**src/rtl/lut_sweep_pkg.sv**
```systemverilog
// Shared types and helpers for the LUT sweep sequencer.
// State encoding, table geometry and the index-to-table-bit mapping.
package lut_sweep_pkg;

  localparam int N_IN = 3;
  localparam int TT_W = 8;

  typedef enum logic [1:0] {
    IDLE   = 2'd0,
    SETTLE = 2'd1,
    SAMPLE = 2'd2,
    DONE   = 2'd3
  } state_e;

  // Vector i lands in table bit 7-i, so vector 000 ends up in the MSB.
  function automatic logic [N_IN-1:0] vec_bit(input logic [N_IN-1:0] idx);
    logic [N_IN-1:0] top;
    top = N_IN'(TT_W - 1);
    return top - idx;
  endfunction

endpackage

```
**src/rtl/lut_sweep_settle_cnt.sv**
```systemverilog
// Settle-time counter for the sweep sequencer: clear/enable with a flag
// that is high while the count equals SETTLE_CYCLES-1.
module lut_sweep_settle_cnt #(
  parameter int SETTLE_CYCLES = 4,
  parameter int CNT_W         = 8
) (
  input  logic clk,
  input  logic rst,
  input  logic clr,
  input  logic en,
  output logic term
);

  localparam logic [CNT_W-1:0] LAST = CNT_W'(SETTLE_CYCLES - 1);

  logic [CNT_W-1:0] cnt_reg;

  always_ff @(posedge clk) begin
    if (rst || clr) begin
      cnt_reg <= '0;
    end else if (en) begin
      cnt_reg <= cnt_reg + CNT_W'(1);
    end
  end

  assign term = (cnt_reg == LAST);

endmodule

```
**src/rtl/lut_sweep_sequencer.sv**
```systemverilog
// Sweeps a 3-input gate through all 8 vectors and returns its truth table.
// Optional output-stability check enabled by defining LUT_SWEEP_GLITCH_CHECK_EN.
module lut_sweep_sequencer
  import lut_sweep_pkg::*;
#(
  parameter int SETTLE_CYCLES = 4,
  parameter int CNT_W         = 8
) (
  input  logic            clk,
  input  logic            rst,
  input  logic            start,
  input  logic [TT_W-1:0] rule_exp,
  output logic            busy,
  output logic            in1,
  output logic            in2,
  output logic            in3,
  input  logic            dut_out,
  output logic            res_valid,
  input  logic            res_ready,
  output logic [TT_W-1:0] res_tt,
  output logic            res_match,
  output logic            res_unstable
);

  localparam logic [1:0] ST_IDLE   = IDLE;
  localparam logic [1:0] ST_SETTLE = SETTLE;
  localparam logic [1:0] ST_SAMPLE = SAMPLE;
  localparam logic [1:0] ST_DONE   = DONE;
  localparam logic [N_IN-1:0] IDX_LAST = '1;

  generate
    if (SETTLE_CYCLES < 1 || SETTLE_CYCLES > 255) begin : g_bad_settle
      $error("lut_sweep_sequencer: SETTLE_CYCLES must be in 1..255");
    end
    if (CNT_W < 1 || CNT_W > 30 || SETTLE_CYCLES >= (1 << CNT_W)) begin : g_bad_cnt_w
      $error("lut_sweep_sequencer: CNT_W too narrow for SETTLE_CYCLES");
    end
  endgenerate

  logic [1:0]      state_reg;
  logic [N_IN-1:0] idx_reg;
  logic [TT_W-1:0] tt_reg;
  logic [TT_W-1:0] exp_reg;
  logic            busy_reg;
  logic            valid_reg;
  logic            match_reg;

  logic            accept;
  logic            settle_term;
  logic [TT_W-1:0] tt_next;

  always_comb begin
    accept  = (state_reg == ST_IDLE) && start;
    tt_next = tt_reg;
    tt_next[vec_bit(idx_reg)] = dut_out;
  end

  lut_sweep_settle_cnt #(
    .SETTLE_CYCLES (SETTLE_CYCLES),
    .CNT_W         (CNT_W)
  ) u_settle_cnt (
    .clk  (clk),
    .rst  (rst),
    .clr  (accept || ((state_reg == ST_SETTLE) && settle_term)),
    .en   (state_reg == ST_SETTLE),
    .term (settle_term)
  );

  always_ff @(posedge clk) begin
    if (rst) begin
      state_reg <= ST_IDLE;
      idx_reg   <= '0;
      tt_reg    <= '0;
      exp_reg   <= '0;
      busy_reg  <= 1'b0;
      valid_reg <= 1'b0;
      match_reg <= 1'b0;
    end else begin
      case (state_reg)
        ST_IDLE: begin
          if (start) begin
            state_reg <= ST_SETTLE;
            idx_reg   <= '0;
            tt_reg    <= '0;
            exp_reg   <= rule_exp;
            busy_reg  <= 1'b1;
            match_reg <= 1'b0;
          end
        end
        ST_SETTLE: begin
          if (settle_term) begin
            state_reg <= ST_SAMPLE;
          end
        end
        ST_SAMPLE: begin
          tt_reg <= tt_next;
          if (idx_reg == IDX_LAST) begin
            state_reg <= ST_DONE;
            valid_reg <= 1'b1;
            match_reg <= (tt_next == exp_reg);
          end else begin
            idx_reg   <= idx_reg + N_IN'(1);
            state_reg <= ST_SETTLE;
          end
        end
        ST_DONE: begin
          // The vector is left at 111 after the handshake until the next sweep.
          if (res_ready) begin
            state_reg <= ST_IDLE;
            valid_reg <= 1'b0;
            busy_reg  <= 1'b0;
          end
        end
        default: state_reg <= ST_IDLE;
      endcase
    end
  end

`ifdef LUT_SWEEP_GLITCH_CHECK_EN
  logic last_reg;
  logic unstable_reg;

  // Reference value is the output seen on the last settle cycle of each vector.
  always_ff @(posedge clk) begin
    if (rst) begin
      last_reg     <= 1'b0;
      unstable_reg <= 1'b0;
    end else begin
      if ((state_reg == ST_SETTLE) && settle_term) begin
        last_reg <= dut_out;
      end
      if (accept) begin
        unstable_reg <= 1'b0;
      end else if ((state_reg == ST_SAMPLE) && (dut_out != last_reg)) begin
        unstable_reg <= 1'b1;
      end
    end
  end

  assign res_unstable = unstable_reg && (state_reg == ST_DONE);
`else
  assign res_unstable = 1'b0;
`endif

  assign busy      = busy_reg;
  assign in1       = idx_reg[2];
  assign in2       = idx_reg[1];
  assign in3       = idx_reg[0];
  assign res_valid = valid_reg;
  assign res_tt    = tt_reg;
  assign res_match = match_reg;

endmodule

```
**config.mk**
```make
export PLATFORM = sky130hd
export DESIGN_NAME = lut_sweep_sequencer
export DESIGN_NICKNAME = d
export VERILOG_FILES = /design/src/rtl/lut_sweep_pkg.sv /design/src/rtl/lut_sweep_settle_cnt.sv /design/src/rtl/lut_sweep_sequencer.sv
export SDC_FILE = /design/constraint.sdc
export NUM_CORES = 1
export LEC_CHECK = 0
export CORE_MARGIN = 4
export CORE_UTILIZATION = 44
export CTS_CLUSTER_SIZE = 25
export DETAILED_ROUTE_END_ITERATION = 12
export DONT_BUFFER_PORTS = 1
export HOLD_SLACK_MARGIN = 0.1
export PLACE_DENSITY = 0.56
export SYNTH_ARGS = -nofsm -noshare
export SYNTH_HDL_FRONTEND = slang
export SYNTH_HIERARCHICAL = 1
export SYNTH_SLANG_ARGS = --single-unit
```
**constraint.sdc**
```tcl
create_clock -name clk -period 2.25 [get_ports clk]
set_clock_uncertainty 0.05 [all_clocks]
set_input_delay 0.3375 -clock clk [delete_from_list [all_inputs] [get_ports clk]]
set_output_delay 0.3375 -clock clk [all_outputs]
set_load 0.01 [all_outputs]
```
## Yosys cells after proc, flatten, opt, wreduce, memory -nomap -nowiden

Cells that the tools add are included.
W data, S select, Z words.

| storage, ports and cells | value |
|---|---|
| register bits after elaboration | 32 |
| word-level logic and storage cells | 61 |

| cells by class | value |
|---|---|
| add/sub/neg operators | 3 |
| order comparisons | 2 |
| equality and inequality tests | 11 |
| multiplexer cells | 21 |
| reductions and logical operators | 16 |

Operators by type and width:

| cell | number |
|---|---|
| $pmux W8 S2 | 1 |
| $reduce_and A3 Y1 | 5 |
| $ne A2 B2 Y1 const B | 5 |
| $add A8 B1 Y8 const B | 1 |
| $bwmux W8 | 1 |
| $eq A8 B2 Y1 const B | 1 |
| $eq A8 B8 Y1 | 1 |
| $mux W2 | 4 |
| $mux W8 | 1 |
| $pmux W2 S4 | 1 |
| $mux W1 | 6 |
| $mux W3 | 2 |
| $pmux W1 S2 | 3 |
| $pmux W3 S2 | 1 |
| $reduce_bool A2 Y1 | 3 |
| $eq A2 B2 Y1 const B | 2 |
| $lt A3 B4 Y1 const B | 1 |
| $reduce_and A2 Y1 | 2 |
| $add A3 B1 Y3 const B | 1 |
| $demux W1 S3 | 1 |
| $eq A3 B3 Y1 const B | 1 |
| $ge A3 B1 Y1 const B | 1 |
| $logic_and A1 B1 Y1 | 3 |
| $sub A3 B3 Y3 const A | 1 |
| other kinds (3) | 4 |

## Longest topological paths before layout

| logic depth | value |
|---|---|
| word-level depth | 9 |
| mapped depth | 8 |
| gate-level depth less buffers | 7 |

## Hierarchy

The synthesis kept the hierarchy.

By module, submodules not included:

| module | times used | cells each | area an instance (µm²) |
|---|---|---|---|
| lut_sweep_sequencer | 1 | 160 | 1308.8 |
| lut_sweep_settle_cnt | 1 | 42 | 375.4 |

## Least setup slack after synthesis

OpenSTA, ideal clock, no wires.

| path | value |
|---|---|
| path kind | flip-flop to flip-flop |
| start | register u_settle_cnt.cnt_reg[0] |
| end | register u_settle_cnt.cnt_reg[0] |
| library setup time | 122 ps |
| arrival time | 1700 ps |
| required time | 2078 ps |
| slack | 377 ps |
| stages on the path, launching flop included | 9 |
| period minus slack after synthesis | 1873 ps |
| cell sequence | dfxtp_1 > ha_1 > or4b_1 > nor4_1 > nand2_1 > nand2_1 > or2_2 > clkbuf_1 > nor2_1 |

| on the way | value |
|---|---|
| cells in the longest elaborated chain, start to end | 4 |
| elaborated cells on any way between the ends | 5 |

RTL lines:

| what | RTL line | text |
|---|---|---|
| from (decl) | lut_sweep_settle_cnt.sv:16 | `logic [CNT_W-1:0] cnt_reg;` |
| from (signal assigned) | lut_sweep_settle_cnt.sv:22 | `cnt_reg <= cnt_reg + CNT_W'(1);` |
| $eq A8 B2 Y1 | lut_sweep_settle_cnt.sv:26 | `assign term = (cnt_reg == LAST);` |
| via settle_term | lut_sweep_sequencer.sv:49 | `logic settle_term;` |
| $logic_and A1 B1 Y1 | lut_sweep_sequencer.sv:64 | `.clr (accept \|\| ((state_reg == ST_SETTLE) && settle_term)),` |
| $logic_or A1 B1 Y1 | lut_sweep_sequencer.sv:64 |  |
| $logic_or A1 B1 Y1 | lut_sweep_settle_cnt.sv:19 | `if (rst \|\| clr) begin` |

The timed path passes the listed nets, and every way through them passes these cells.
A chain may end at the register's enable or synchronous reset.

## Worst setup path in the final report

| path | value |
|---|---|
| start | register u_settle_cnt.cnt_reg[0] |
| end | register u_settle_cnt.cnt_reg[1] |

The elaborated chain is that of the path after synthesis.

==> results.toml <==
[status]
status = "finished clean"

[critical_path]
worstRegToRegCells = 7
critPathSlowestCell = "or4b_1"
worstSetupPathType = "reg -> reg"
cp_cell_sequence = "ha_1 -> or4b_1 -> nor4_1 -> nand2_1 -> nand2_1 -> or2_2 -> nor2_1"
cp.depth = 7
cpLargestDelayFamily = "simple AND/OR/NAND/NOR gates"
r2r-end = "u_settle_cnt/cnt_reg[1]"
cp-start-kind = "register"
crit_fanout = 7
cp-end-kind = "register"
rrSetupSlack_ns = 0.34
endpoint = "u_settle_cnt/cnt_reg[1]"
cp.arrival_ns = 2.03
crit_buf_inv = 0
crit_path_start = "u_settle_cnt/cnt_reg[0]"
r2r-start = "u_settle_cnt/cnt_reg[0]"
required_ns = 2.37
critPathMaxStageDelay_ns = 0.43
crit_path_frequent_cell = "nand2_1"

[clock_network]
root_buffer = "clkbuf_8"
cts_num_sinks = 32
clock_latency_ns = 0.28
clk_pin_slew_worst_paths_ns = 0.07
tritoncts = "yes"
cts_made_buffers = 5
cts_max_level = 2
clockBufferDepth = 2

[synthesis]
synth.distinct_cells = 42
yosys_register_bits = 32
synth-main-ff-cell = "dfxtp_1"
synth_edf_count = 0
yosysTopAreaCellShare = 0.380
synth_top_cell_by_area = "dfxtp_1"
yosysWarnings = 6
synth_area_um2 = 1680
synth-async-reset-ratio = 0
syn-num-nets = 219
seq_area_frac_synth = 0.380
synth_cells = 202
netlist_top_cells_area = "dfxtp_1 38%, nand2_1 6.5%, mux2i_1 5.3%"
syn_area_per_cell_um2 = 8.34

[layout]
multi_input_area_um2 = 955
final_common_cell = "dfxtp_1"
antennaDiodeCount = 0
synthToLayoutAreaGrowth_pct = 8.84
fin_nets = 219
num-fill-cells = 376
final_cell_mix = "32 x dfxtp_1, 29 x nand2_1, 24 x nor2_1, 16 x a21oi_1"
drive_above_1_share = 0.108
regArea_um2 = 641

[routing]
vias_per_cell = 5.65
drtPass1Iterations = 4
final_antenna_net_count = 0
drtIter0Drc = 86
wl_um = 3800
drc = 0
wl_per_cell_um = 15.2
num_vias = 1417

[sta]
setup_tns_ns = 0
fmax_ghz = 0.525
fin_crit_sh = 0.847
slew_headroom = 0.427
rsz0062_at_grt = "false"
timing.final.max_slew_violations = 0
fin_crit_ns = 1.91
setup_viol = 0
hold_viol = 0
whs_ns = 0.131
worst_pin_slew_ns = 0.857

[floorplanning]
core_um2 = 3690
start_util = 0.457
die_w_um = 69.9
die_area_um2 = 4880
ios = 28
rows = 22
die_h_um = 69.9

[min_path]
min_path_type = "in -> reg"

[job]
max_cap_violations = 0

[place]
place_hpwl_um = 2720
io_buffers = 0
place_congestion = 0.747

[pwr]
switchingPower_mw = 0.275
power_density_nw_per_um2 = 662
leakagePower_nw = 0.717
seq_power_share = 0.490
p_clk_frac = 0.450
internal-power_mw = 0.938
switching_share = 0.227
peakVddDrop_uv = 331
combPwrFrac = 0.060

[global_routing]
track_usage = 0.166
grt_pass1_vias = 1402
grt_pass1_wl_um = 6520
grt_overflow_total = 0
grt_max_degree = 24
antenna_found_initial = 0
==> Yosys cell counts (3+ instances only) <==
library cell and number:
inv_1 3, nor3b_1 3, nor2_1 24, buf_4 3, nor4_1 3, xor2_1 8, a22oi_1 11, o21ai_0 11
mux2i_1 9, buf_2 5, clkbuf_1 5, dfxtp_1 32, nand2_1 29, nor3b_2 3, nand4_1 5, a21oi_1 16
ha_1 4
==> cells by family (layout without fill, tap and decap cells) <==
logic type               Yosys count  after routing  share of synthesized area
XOR/XNOR                           9              9                     0.0468
buffers and inverters             17             18                     0.0527
other                              1              1                    0.00223
flip-flops                        32             32                      0.380
AO/OA/AOI/OAI                     45             45                      0.162
AND/OR/NAND/NOR                   85             85                      0.273
multiplexers                       9              9                     0.0535
adder cells (fa/ha/maj)            4              4                     0.0297
==> through the flow <==
step                      area, µm²  utilization  power [mW]  std cells  setup WS (ns)
after global routing           1830        0.497        1.27        251          0.156
after global placement         1710        0.464       0.670        242          0.447
after floorplan                1680            -       0.666        202          0.377
after CTS                      1830        0.497        1.23        251          0.316
after detailed placement       1710        0.464       0.673        242          0.335
final                          1830        0.497        1.21        251          0.344
==> power groups by stage <==
| stage | logic [mW] | clock network [mW] | registers, mW |
|---|---|---|---|
| floorplan | 0.0648 | 0 | 0.601 |
| global placement | 0.0630 | 0 | 0.607 |
| detailed placement | 0.0651 | 0 | 0.608 |
| CTS | 0.0730 | 0.563 | 0.595 |
| global route | 0.0840 | 0.590 | 0.597 |
| finish | 0.0723 | 0.546 | 0.595 |
==> metal layers <==
layer	part of all wire	up-vias	routed length, µm	GRT usage
met4	0.0092	0	35	0.0638
li1	-	708	-	-
met1	0.41	669	1550	0.195
met2	0.51	35	1930	0.277
met3	0.075	5	287	0.0576
met5	0	-	0	0
==> layout make-up <==
cell class,instances,share of cell area
clock inverter,3,0.0232
multi-input combinational,153,0.521
clock buffer,5,0.0375
tap,48,0.0328
timing repair buffer,7,0.0300
inverter,3,0.00614
sequential,32,0.349
==> how the worst min path moves through the flow <==
stage,to,cells past startpoint,startpoint
after floorplan,exp_reg[0],2,exp_reg[0]
after global placement,state_reg[1],1,rst
after detailed placement,state_reg[1],1,rst
after CTS,exp_reg[1],2,rule_exp[1]
after global routing,exp_reg[1],2,rule_exp[1]
final,exp_reg[0],2,rule_exp[0]
==> what timing repair did <==
| item | in CTS | in global routing |
|---|---|---|
| resized for setup | 0 | 0 |
| setup buffers | 0 | 0 |
| hold buffers | 1 | 0 |
| endpoints found under the hold margin | 23 | 0 |
Power figures use the tool's default switching activity.
